File: src/rtl/ac97_pkg.sv
// rtl/ac97_pkg.sv - shared AC-link constants and stereo sample type
package ac97_pkg;

    localparam int AC97_SLOT_W    = 20;
    localparam int AC97_FRAME_LEN = 256;

    typedef struct packed {
        logic [AC97_SLOT_W-1:0] left;
        logic [AC97_SLOT_W-1:0] right;
    } ac97_stereo_t;

endpackage

File: src/rtl/ac97_pcm_fifo_if.sv
// rtl/ac97_pcm_fifo_if.sv - producer-side sample pair handshake
interface ac97_pcm_fifo_if;
    import ac97_pkg::*;

    logic                   in_valid;
    logic                   in_ready;
    logic [AC97_SLOT_W-1:0] in_left;
    logic [AC97_SLOT_W-1:0] in_right;

    modport master (output in_valid, output in_left, output in_right, input in_ready);
    modport slave  (input in_valid, input in_left, input in_right, output in_ready);

endinterface

File: src/rtl/ac97_sample_fifo.sv
// rtl/ac97_sample_fifo.sv - synchronous circular FIFO with wrap-bit pointers
module ac97_sample_fifo #(
    parameter int DEPTH = 16,
    parameter int W     = 40
) (
    input  logic                     clk_i,
    input  logic                     rst_i,
    input  logic                     flush_i,
    input  logic                     push_i,
    input  logic                     pop_i,
    input  logic [W-1:0]             wdata_i,
    output logic [W-1:0]             rdata_o,
    output logic                     full_o,
    output logic                     empty_o,
    output logic [$clog2(DEPTH):0]   level_o
);
    localparam int AW = $clog2(DEPTH);
    localparam int PW = AW + 1;

    logic [W-1:0]  mem_q [DEPTH];
    logic [PW-1:0] wr_ptr_q, wr_ptr_d;
    logic [PW-1:0] rd_ptr_q, rd_ptr_d;
    logic          do_push, do_pop;

    assign empty_o = (wr_ptr_q == rd_ptr_q);
    assign full_o  = (wr_ptr_q[AW-1:0] == rd_ptr_q[AW-1:0]) && (wr_ptr_q[AW] != rd_ptr_q[AW]);
    assign level_o = wr_ptr_q - rd_ptr_q;
    assign rdata_o = mem_q[rd_ptr_q[AW-1:0]];

    assign do_push = push_i && !full_o && !flush_i;
    assign do_pop  = pop_i && !empty_o && !flush_i;

    always_comb begin
        wr_ptr_d = wr_ptr_q;
        rd_ptr_d = rd_ptr_q;
        if (flush_i) begin
            wr_ptr_d = '0;
            rd_ptr_d = '0;
        end else begin
            if (do_push) wr_ptr_d = wr_ptr_q + PW'(1);
            if (do_pop)  rd_ptr_d = rd_ptr_q + PW'(1);
        end
    end

    always_ff @(posedge clk_i) begin
        if (rst_i) begin
            wr_ptr_q <= '0;
            rd_ptr_q <= '0;
        end else begin
            wr_ptr_q <= wr_ptr_d;
            rd_ptr_q <= rd_ptr_d;
        end
    end

    // Storage needs no reset: an entry is only read after it was written.
    always_ff @(posedge clk_i) begin
        if (do_push && !rst_i) mem_q[wr_ptr_q[AW-1:0]] <= wdata_i;
    end

endmodule

File: src/rtl/ac97_pcm_fifo.sv
// rtl/ac97_pcm_fifo.sv - stereo PCM buffer feeding AC-link slots 3 and 4
module ac97_pcm_fifo
    import ac97_pkg::*;
#(
    parameter int DEPTH  = 16,
    parameter int UCNT_W = 16
) (
    input  logic                    ac97_bitclk,
    input  logic                    ac97_rst,
    input  logic                    ac97_strobe,
    input  logic                    enable,
    input  logic                    flush,
    ac97_pcm_fifo_if.slave          in_if,
    output logic [AC97_SLOT_W-1:0]  ac97_out_slot3,
    output logic                    ac97_out_slot3_valid,
    output logic [AC97_SLOT_W-1:0]  ac97_out_slot4,
    output logic                    ac97_out_slot4_valid,
    output logic [$clog2(DEPTH):0]  fifo_level,
    output logic [UCNT_W-1:0]       underrun_count
);
    logic         full, empty, ready, push, pop;
    ac97_stereo_t wr_pair, head;

    logic [AC97_SLOT_W-1:0] slot3_q, slot3_d;
    logic [AC97_SLOT_W-1:0] slot4_q, slot4_d;
    logic                   valid_q, valid_d;
    logic [UCNT_W-1:0]      ucnt_q, ucnt_d;

    // Ready uses only registered fullness, so a same-cycle pop never frees a slot.
    assign ready          = !full && !ac97_rst && !flush;
    assign in_if.in_ready = ready;
    assign push           = in_if.in_valid && ready;
    assign pop            = ac97_strobe && enable && !empty && !flush;

    assign wr_pair.left  = in_if.in_left;
    assign wr_pair.right = in_if.in_right;

    ac97_sample_fifo #(
        .DEPTH (DEPTH),
        .W     ($bits(ac97_stereo_t))
    ) u_fifo (
        .clk_i   (ac97_bitclk),
        .rst_i   (ac97_rst),
        .flush_i (flush),
        .push_i  (push),
        .pop_i   (pop),
        .wdata_i (wr_pair),
        .rdata_o (head),
        .full_o  (full),
        .empty_o (empty),
        .level_o (fifo_level)
    );

    always_comb begin
        slot3_d = slot3_q;
        slot4_d = slot4_q;
        valid_d = valid_q;
        ucnt_d  = ucnt_q;
        if (flush) begin
            slot3_d = '0;
            slot4_d = '0;
            valid_d = 1'b0;
        end else if (ac97_strobe) begin
            if (enable && !empty) begin
                slot3_d = head.left;
                slot4_d = head.right;
                valid_d = 1'b1;
            end else begin
                slot3_d = '0;
                slot4_d = '0;
                valid_d = 1'b0;
                if (enable && (ucnt_q != '1)) ucnt_d = ucnt_q + UCNT_W'(1);
            end
        end
    end

    always_ff @(posedge ac97_bitclk) begin
        if (ac97_rst) begin
            slot3_q <= '0;
            slot4_q <= '0;
            valid_q <= 1'b0;
            ucnt_q  <= '0;
        end else begin
            slot3_q <= slot3_d;
            slot4_q <= slot4_d;
            valid_q <= valid_d;
            ucnt_q  <= ucnt_d;
        end
    end

    assign ac97_out_slot3       = slot3_q;
    assign ac97_out_slot4       = slot4_q;
    assign ac97_out_slot3_valid = valid_q;
    assign ac97_out_slot4_valid = valid_q;
    assign underrun_count       = ucnt_q;

endmodule

File: src/flat_wrapper.sv
// flat-port wrapper written by rule: the top's interface ports become plain ports
module ac97_pcm_fifo_flat import ac97_pkg::*;
#(
    parameter int DEPTH  = 16,
    parameter int UCNT_W = 16
)
  (ac97_bitclk, ac97_rst, ac97_strobe, enable, flush, ac97_out_slot3, ac97_out_slot3_valid, ac97_out_slot4, ac97_out_slot4_valid, fifo_level, underrun_count, in_if_in_valid, in_if_in_left, in_if_in_right, in_if_in_ready);
  ac97_pcm_fifo_if in_if_i ();
  input  logic ac97_bitclk;
  input  logic ac97_rst;
  input  logic ac97_strobe;
  input  logic enable;
  input  logic flush;
  output logic [AC97_SLOT_W-1:0] ac97_out_slot3;
  output logic ac97_out_slot3_valid;
  output logic [AC97_SLOT_W-1:0] ac97_out_slot4;
  output logic ac97_out_slot4_valid;
  output logic [$clog2(DEPTH):0] fifo_level;
  output logic [UCNT_W-1:0] underrun_count;
  input wire logic [$bits(in_if_i.in_valid)-1:0] in_if_in_valid;
  input wire logic [$bits(in_if_i.in_left)-1:0] in_if_in_left;
  input wire logic [$bits(in_if_i.in_right)-1:0] in_if_in_right;
  output wire logic [$bits(in_if_i.in_ready)-1:0] in_if_in_ready;
  assign in_if_i.in_valid = in_if_in_valid;
  assign in_if_i.in_left = in_if_in_left;
  assign in_if_i.in_right = in_if_in_right;
  assign in_if_in_ready = in_if_i.in_ready;
  ac97_pcm_fifo #(.DEPTH(DEPTH), .UCNT_W(UCNT_W)) u_core (.ac97_bitclk(ac97_bitclk), .ac97_rst(ac97_rst), .ac97_strobe(ac97_strobe), .enable(enable), .flush(flush), .in_if(in_if_i), .ac97_out_slot3(ac97_out_slot3), .ac97_out_slot3_valid(ac97_out_slot3_valid), .ac97_out_slot4(ac97_out_slot4), .ac97_out_slot4_valid(ac97_out_slot4_valid), .fifo_level(fifo_level), .underrun_count(underrun_count));
endmodule
File: config.mk
export PLATFORM = sky130hd
export DESIGN_NAME = ac97_pcm_fifo_flat
export DESIGN_NICKNAME = d
export VERILOG_FILES = /design/src/rtl/ac97_pkg.sv /design/src/rtl/ac97_pcm_fifo_if.sv /design/src/rtl/ac97_sample_fifo.sv /design/src/rtl/ac97_pcm_fifo.sv /design/src/flat_wrapper.sv
export SDC_FILE = /design/constraint.sdc
export NUM_CORES = 1
export LEC_CHECK = 0
export ABC_AREA = 1
export ABC_CLOCK_PERIOD_IN_PS = 4630
export CAP_MARGIN = 20
export CORE_ASPECT_RATIO = 1.1
export CORE_MARGIN = 4
export CORE_UTILIZATION = 61
export CTS_BUF_LIST = sky130_fd_sc_hd__clkbuf_16
export DETAILED_ROUTE_END_ITERATION = 7
export HOLD_SLACK_MARGIN = 0.02
export PLACE_DENSITY = 0.8
export SYNTH_ARGS = -nofsm -noshare
export SYNTH_HDL_FRONTEND = slang
export SYNTH_SLANG_ARGS = --single-unit
File: constraint.sdc
create_clock -name ac97_bitclk -period 4.63 [get_ports ac97_bitclk]
set_clock_uncertainty 0.15 [all_clocks]
set_input_delay 1.389 -clock ac97_bitclk [delete_from_list [all_inputs] [get_ports ac97_bitclk]]
set_output_delay 1.389 -clock ac97_bitclk [all_outputs]
set_load 0.005 [all_outputs]
==> results of run 1 <==
-- final cells by class --
class / instances / share of cell area [%]
multi-input combinational: 1513 / 21.5
clock buffer: 71 / 5.53
inverter: 45 / 0.557
timing repair buffer: 150 / 4.90
tap: 588 / 2.29
clock inverter: 54 / 0.993
sequential: 711 / 64.3
-- layout by cell type, fill, tap and decap left out, types with 9 or more instances in the layout --
cell type and count:
a21oi_1 53, buf_4 27, clkdlybuf4s50_1 109, clkinv_2 10
nor2_1 35, clkinv_1 15, clkbuf_16 71, inv_1 49
nor2_4 19, edfxtp_1 640, nand3_1 614, buf_12 14
nand2_1 736, dfxtp_1 67, ha_1 10, inv_2 9
-- cells by family (layout without fill, tap and decap cells) --
family,Yosys count,count (layout),share of synthesized area [%]
buffers and inverters,192,320,3.14
flip-flops,711,711,72.9
adder cells (fa/ha/maj),11,11,0.513
AND/OR/NAND/NOR,1423,1423,21.9
AO/OA/AOI/OAI,74,74,1.39
XOR/XNOR,5,5,0.155
-- report_power, final --
part | internal, mW | switching, mW | leakage [nW] | total (mW)
Sequential | 7.00 | 0.00714 | 6.33 | 7.01
Combinational | 0.0680 | 0.175 | 3.64 | 0.243
Clock | 2.90 | 2.31 | 1.07 | 5.22
Total | 9.97 | 2.50 | 11.0 | 12.5
-- registers in the layout, summed over array words and instances, names as in the netlist, named ones only --
| signal | flops |
|---|---|
| u_core.ac97_out_slot3 | 20 |
| u_core.ac97_out_slot3_valid | 1 |
| u_core.ac97_out_slot4 | 20 |
| u_core.u_fifo.mem_q | 640 |
| u_core.u_fifo.rd_ptr_q | 5 |
| u_core.u_fifo.wr_ptr_q | 5 |
| u_core.underrun_count | 16 |
-- routing by layer --
metal  routed length [um]  up-vias  part of all wire (%)
met2                34200     1149                    49
met3                 6210      199                   9.0
met5                    0        -                     0
met4                 3050        0                   4.4
met1                25700     9156                    37
li1                     -     8669                     -
-- how the worst min path moves through the flow --
stage	endpoint	from	slack, ns
after floorplan	u_core.ac97_out_slot4[12]	u_core.ac97_out_slot4[12]	0.31
after global placement	u_core.ac97_out_slot3[11]	u_core.ac97_out_slot3[11]	0.31
after detailed placement	u_core.ac97_out_slot4[16]	u_core.ac97_out_slot4[16]	0.31
after CTS	u_core.ac97_out_slot4[16]	u_core.ac97_out_slot4[16]	0.32
after global routing	u_core.ac97_out_slot3[13]	u_core.ac97_out_slot3[13]	0.33
final	u_core.ac97_out_slot3[13]	u_core.ac97_out_slot3[13]	0.32
-- through the flow --
step	power [mW]	worst slack (ns)	hold WS, ns	instances
after floorplan	7.22	0.249	0.310	2416
after global placement	7.37	0.344	0.305	3007
after detailed placement	7.38	0.324	0.307	3007
after CTS	12.5	0.321	0.317	3132
after global routing	12.8	0.264	0.328	3132
final	12.5	0.327	0.317	3132
-- worst max-delay path: stages --
cell	delay, ns
clkdlybuf4s50_1	0.49
nor2_4	0.15
inv_2	0.05
a21oi_2	0.14
clkdlybuf4s50_1	0.54
==> impl_metrics.csv, run 1 <==
group,metric,value,unit
outcome,status,"complete, no violations",
grt,busiest_layer,"met2",
pwr,p_leak,11.0,nW
worst_setup_path,cp-endpoint,"in_if_in_ready",
floorplan,die_w,213,um
cts,numCtsBuffers,69,
layout,fin_nets,2547,
routing,antenna_left,0,
worst_setup_path,reg2regPathDepth,7,
yosys,seq_area_frac_synth,72.9,%
yosys,synth_cells,2416,
yosys,ys.flop_type,"edfxtp_1",
grt,grt.total_usage,27.7,%
layout,area_delta_synth_final,13.5,%
layout,fin_util,70.2,%
sta,timing.slew.headroom,21.2,%
sta,slew_violations,0,
pwr,vdd_drop_max,0.403,mV
routing,drc_errors,0,
sta,fmax,232,MHz
placement,post-dp-hpwl,37600,um
cts,path_clk_slew,0.06,ns
yosys,synth_area,28300,um2
grt,use_met3,4.04,%
placement,gp_congestion,0.808,
floorplan,die_h,234,um
cts,holdBufCountCts,0,
yosys,synth_top_cell_by_area,"edfxtp_1",
floorplan,ios,110,
yosys,syn_nets,2473,
cts,clock_latency,0.61,ns
cts,cts_sinks,711,
floorplan,num_rows,82,
layout,antenna_cells,0,
cts,h-tree-depth,3,
grt,grt_pass1_wl,105000,um
floorplan,die_area,49900,um2
layout,drive_gt1_share,7.23,%
placement,postPlaceCellArea,30000,um2
worst_setup_path,reg2reg_to,"u_core.ac97_out_slot3[0]",
routing,dr_total_vias,19173,
yosys,ys_async_sr_fraction,0,%
worst_setup_path,critPathLaunchType,"primary input",
yosys,synth_most_common_cell,"nand2_1",
routing,drtIter0Drc,2355,
cts,post_cts_buffers,0,
cts,cts_buffer_depth,3,
min_path,min_delay_path_depth,2,
layout,fill_cells,3042,
routing,dr.pass1.iters,6,
grt,grt_use_met2,45.9,%
layout,ff_latch_area,20700,um2
yosys,avgSynthCellArea,11.7,um2
pwr,p_per_area,388,nW/um2
floorplan,start_util,61.9,%
routing,wl_per_cell,22.1,um
flow_run,cap_viol_max_count,0,
cts,cts_root_buffer,"clkbuf_16",
worst_setup_path,startpoint,"flush",
yosys,yosysUniqueCellTypes,32,
yosys,ys_top_cells_by_count,"736 x nand2_1, 640 x edfxtp_1, 614 x nand3_1",
sta,tns,0,ns
grt,grt_max_degree,137,
cts,tritoncts,"built",
worst_setup_path,rrSetupSlack,1.69,ns
worst_setup_path,cp.required,3.09,ns
worst_setup_path,crit_fanout,3,
sta,finalHoldViolations,0,
placement,port_buffers,109,
worst_setup_path,worstPathArrival,2.76,ns
layout,multi_input_area,6900,um2
yosys,ys_ff_latch,711,
yosys,synthTopCellsByArea,"edfxtp_1 68%, nand3_1 11%, nand2_1 9.8%",
grt,grt_pass1_vias,18878,
worst_setup_path,worstSetupPathType,"primary input to output port",
grt,use_met1,36.3,%
cts,cts_resized,0,
grt,gr-total-overflow,0,
floorplan,core,45800,um2
grt,antenna_found_initial,0,
yosys,synth_edf_count,640,
sta,finalWorstPathRequiredPeriod,4.30,ns
sta,rsz0062_at_grt,"false",
sta,worst_pin_slew,1.18,ns
min_path,hold_path.class,"flip-flop to flip-flop",
yosys,synth_warnings,0,
sta,min_period_over_period,92.9,%
yosys,synth_top_area_share,67.9,%
worst_setup_path,cp-end-kind,"output port",
sta,setup_viol,0,
layout,final_cell_area,32100,um2
routing,viasPerCell,6.12,
routing,wirelength,69200,um
(Power assumes the default switching activity.)
==> run 2, diff against run 1 <==
==> constraint.sdc (replaced) <==
create_clock -name ac97_bitclk -period 4.63 [get_ports ac97_bitclk]
set_clock_uncertainty 0.15 [all_clocks]
set_input_delay 0.463 -clock ac97_bitclk [delete_from_list [all_inputs] [get_ports ac97_bitclk]]
set_output_delay 0.463 -clock ac97_bitclk [all_outputs]
set_load 0.005 [all_outputs]
==> run 2 against run 1 <==
Effect of this change:
- core utilization is 0.18 points lower
- non-clock buffer count is 2 lower
- die area is the same
- critical path depth up 1
- clock-buffer cell count is 2 lower
- register-to-register slack lost 0.29 ns
- sequential power hardly changed
- largest power group unchanged
- first-iteration DRC count grew 12%
- sequential cell count unchanged
- global-route usage is 1.2 points higher
- power grew 1.1%
- cell area is 0.26% lower
==> impl_metrics.csv, run 2 (synthesis gave the netlist of run 1 again) <==
group,metric,value,unit
sta,slew_violations,0,
floorplan,die_h,234,um
layout,area_delta_synth_final,13.2,%
sta,tns,0,ns
grt,grt_pass1_wl,109000,um
layout,antenna_cells,0,
worst_setup_path,rrSetupSlack,1.40,ns
cts,cts_root_buffer,"clkbuf_16",
worst_setup_path,cp-endpoint,"fifo_level[4]",
layout,drive_gt1_share,7.14,%
worst_setup_path,cp-end-kind,"output port",
layout,fin_nets,2544,
grt,grt_pass1_vias,19157,
worst_setup_path,critPathLaunchType,"flip-flop",
routing,wl_per_cell,23.0,um
layout,layout_commonest_cell,"nand2_1",
min_path,hold_path.class,"flip-flop to flip-flop",
cts,clock_latency,0.59,ns
sta,min_period_over_period,72.1,%
sta,worst_pin_slew,1.07,ns
sta,setup_viol,0,
routing,drtIter0Drc,2648,
floorplan,ios,110,
floorplan,start_util,61.9,%
pwr,total_power,12.6,mW
layout,fill_cells,3009,
placement,gp_congestion,0.851,
sta,rsz0062_at_grt,"false",
cts,holdBufCountCts,0,
grt,antenna_found_initial,0,
cts,cts_resized,0,
sta,finalWorstPathRequiredPeriod,3.34,ns
cts,cts_buffer_depth,3,
routing,dr_total_vias,19443,
cts,cts_sinks,711,
cts,post_cts_buffers,0,
layout,largest_register_ffs,640,
routing,drc_errors,0,
sta,fmax,300,MHz
outcome,status,"complete, no violations",
layout,fin_util,70.1,%
worst_setup_path,crit_fanout,5,
routing,viasPerCell,6.22,
flow_run,cap_viol_max_count,0,
grt,gr-total-overflow,0,
cts,tritoncts,"built",
sta,timing.slew.headroom,28.9,%
pwr,vdd_drop_max,0.410,mV
routing,wirelength,71800,um
placement,post-dp-hpwl,40900,um
worst_setup_path,startpoint,"u_core.u_fifo.wr_ptr_q[0]",
worst_setup_path,reg2reg_to,"u_core.ac97_out_slot3[7]",
sta,finalHoldViolations,0,
worst_setup_path,worstPathArrival,2.72,ns
floorplan,num_rows,82,
floorplan,core,45800,um2
routing,antenna_left,0,
worst_setup_path,worstSetupPathType,"flip-flop to output port",
cts,numCtsBuffers,68,
worst_setup_path,cp.required,4.02,ns
layout,final_cell_mix,"736 x nand2_1, 640 x edfxtp_1, 614 x nand3_1, 109 x clkdlybuf4s50_1, 69 x clkbuf_16",
routing,dr.pass1.iters,6,
placement,port_buffers,109,
worst_setup_path,reg2regPathDepth,8,
floorplan,die_w,213,um
grt,grt.total_usage,28.9,%
cts,h-tree-depth,3,
grt,grt_max_degree,165,
floorplan,die_area,49900,um2
pwr,p_per_area,393,nW/um2
pwr,p_leak,11.0,nW
cts,path_clk_slew,0.06,ns
==> run 2: cell count changes in the layout (fill, tap and decap cells not counted), sizes merged <==
cell / previous run / this run
clkbuf: 71 / 69
buf: 41 / 39
bufinv: 2 / 6
inv: 65 / 60
clkinv: 25 / 23
clkinvlp: 7 / 6
==> run 2: worst min path at each step <==
stage                     slack, ns                       from                        end  cells after the start
after floorplan                0.31  u_core.ac97_out_slot4[12]  u_core.ac97_out_slot4[12]                      2
after global placement         0.30   u_core.ac97_out_slot4[9]   u_core.ac97_out_slot4[9]                      2
after detailed placement       0.31   u_core.ac97_out_slot4[9]   u_core.ac97_out_slot4[9]                      2
after CTS                      0.31   u_core.ac97_out_slot4[1]   u_core.ac97_out_slot4[1]                      2
after global routing           0.33   u_core.ac97_out_slot4[1]   u_core.ac97_out_slot4[1]                      2
final                          0.31   u_core.ac97_out_slot4[1]   u_core.ac97_out_slot4[1]                      2
==> run 2: power breakdown <==
part	switching [mW]	total, mW	leakage [nW]	internal [mW]
clock network	2.29	5.33	1.08	3.05
logic	0.196	0.262	3.61	0.0664
registers	0.00687	7.01	6.33	7.00
total	2.49	12.6	11.0	10.1
==> run 2: routing by layer <==
| metal | track usage (%) | part of all wire [%] | vias to the layer above | routed length [um] |
|---|---|---|---|---|
| met5 | 0 | 0 | - | 0 |
| met2 | 47.8 | 50 | 1244 | 35600 |
| met4 | 14.3 | 5.2 | 0 | 3740 |
| met1 | 38.0 | 35 | 9301 | 25400 |
| li1 | - | - | 8665 | - |
| met3 | 4.04 | 9.8 | 233 | 7040 |
==> run 2: final cells by class <==
class,instances,area [um2],share of cell area (%)
sequential,711,20700,64.4
timing repair buffer,148,1460,4.55
clock inverter,50,400,1.25
inverter,45,179,0.558
tap,588,736,2.29
multi-input combinational,1513,6900,21.5
clock buffer,69,1730,5.39
==> run 2: worst max-delay path, cell delays in order (launching register included) <==
cell	delay [ns]
dfxtp_1	0.37
inv_1	0.13
ha_1	0.25
fa_1	0.41
o21ai_0	0.22
xor2_1	0.23
clkdlybuf4s50_1	0.54
==> run 2: stage by stage <==
stage                     hold WS (ns)  cell area, um2  setup slack [ns]  std cells
after detailed placement         0.306           29900              1.31       3005
after global routing             0.334           32100              1.18       3124
after global placement           0.302           29900              1.44       3005
after floorplan                  0.310           28300             0.956       2416
final                            0.314           32100              1.29       3124
after CTS                        0.315           32100              1.28       3124
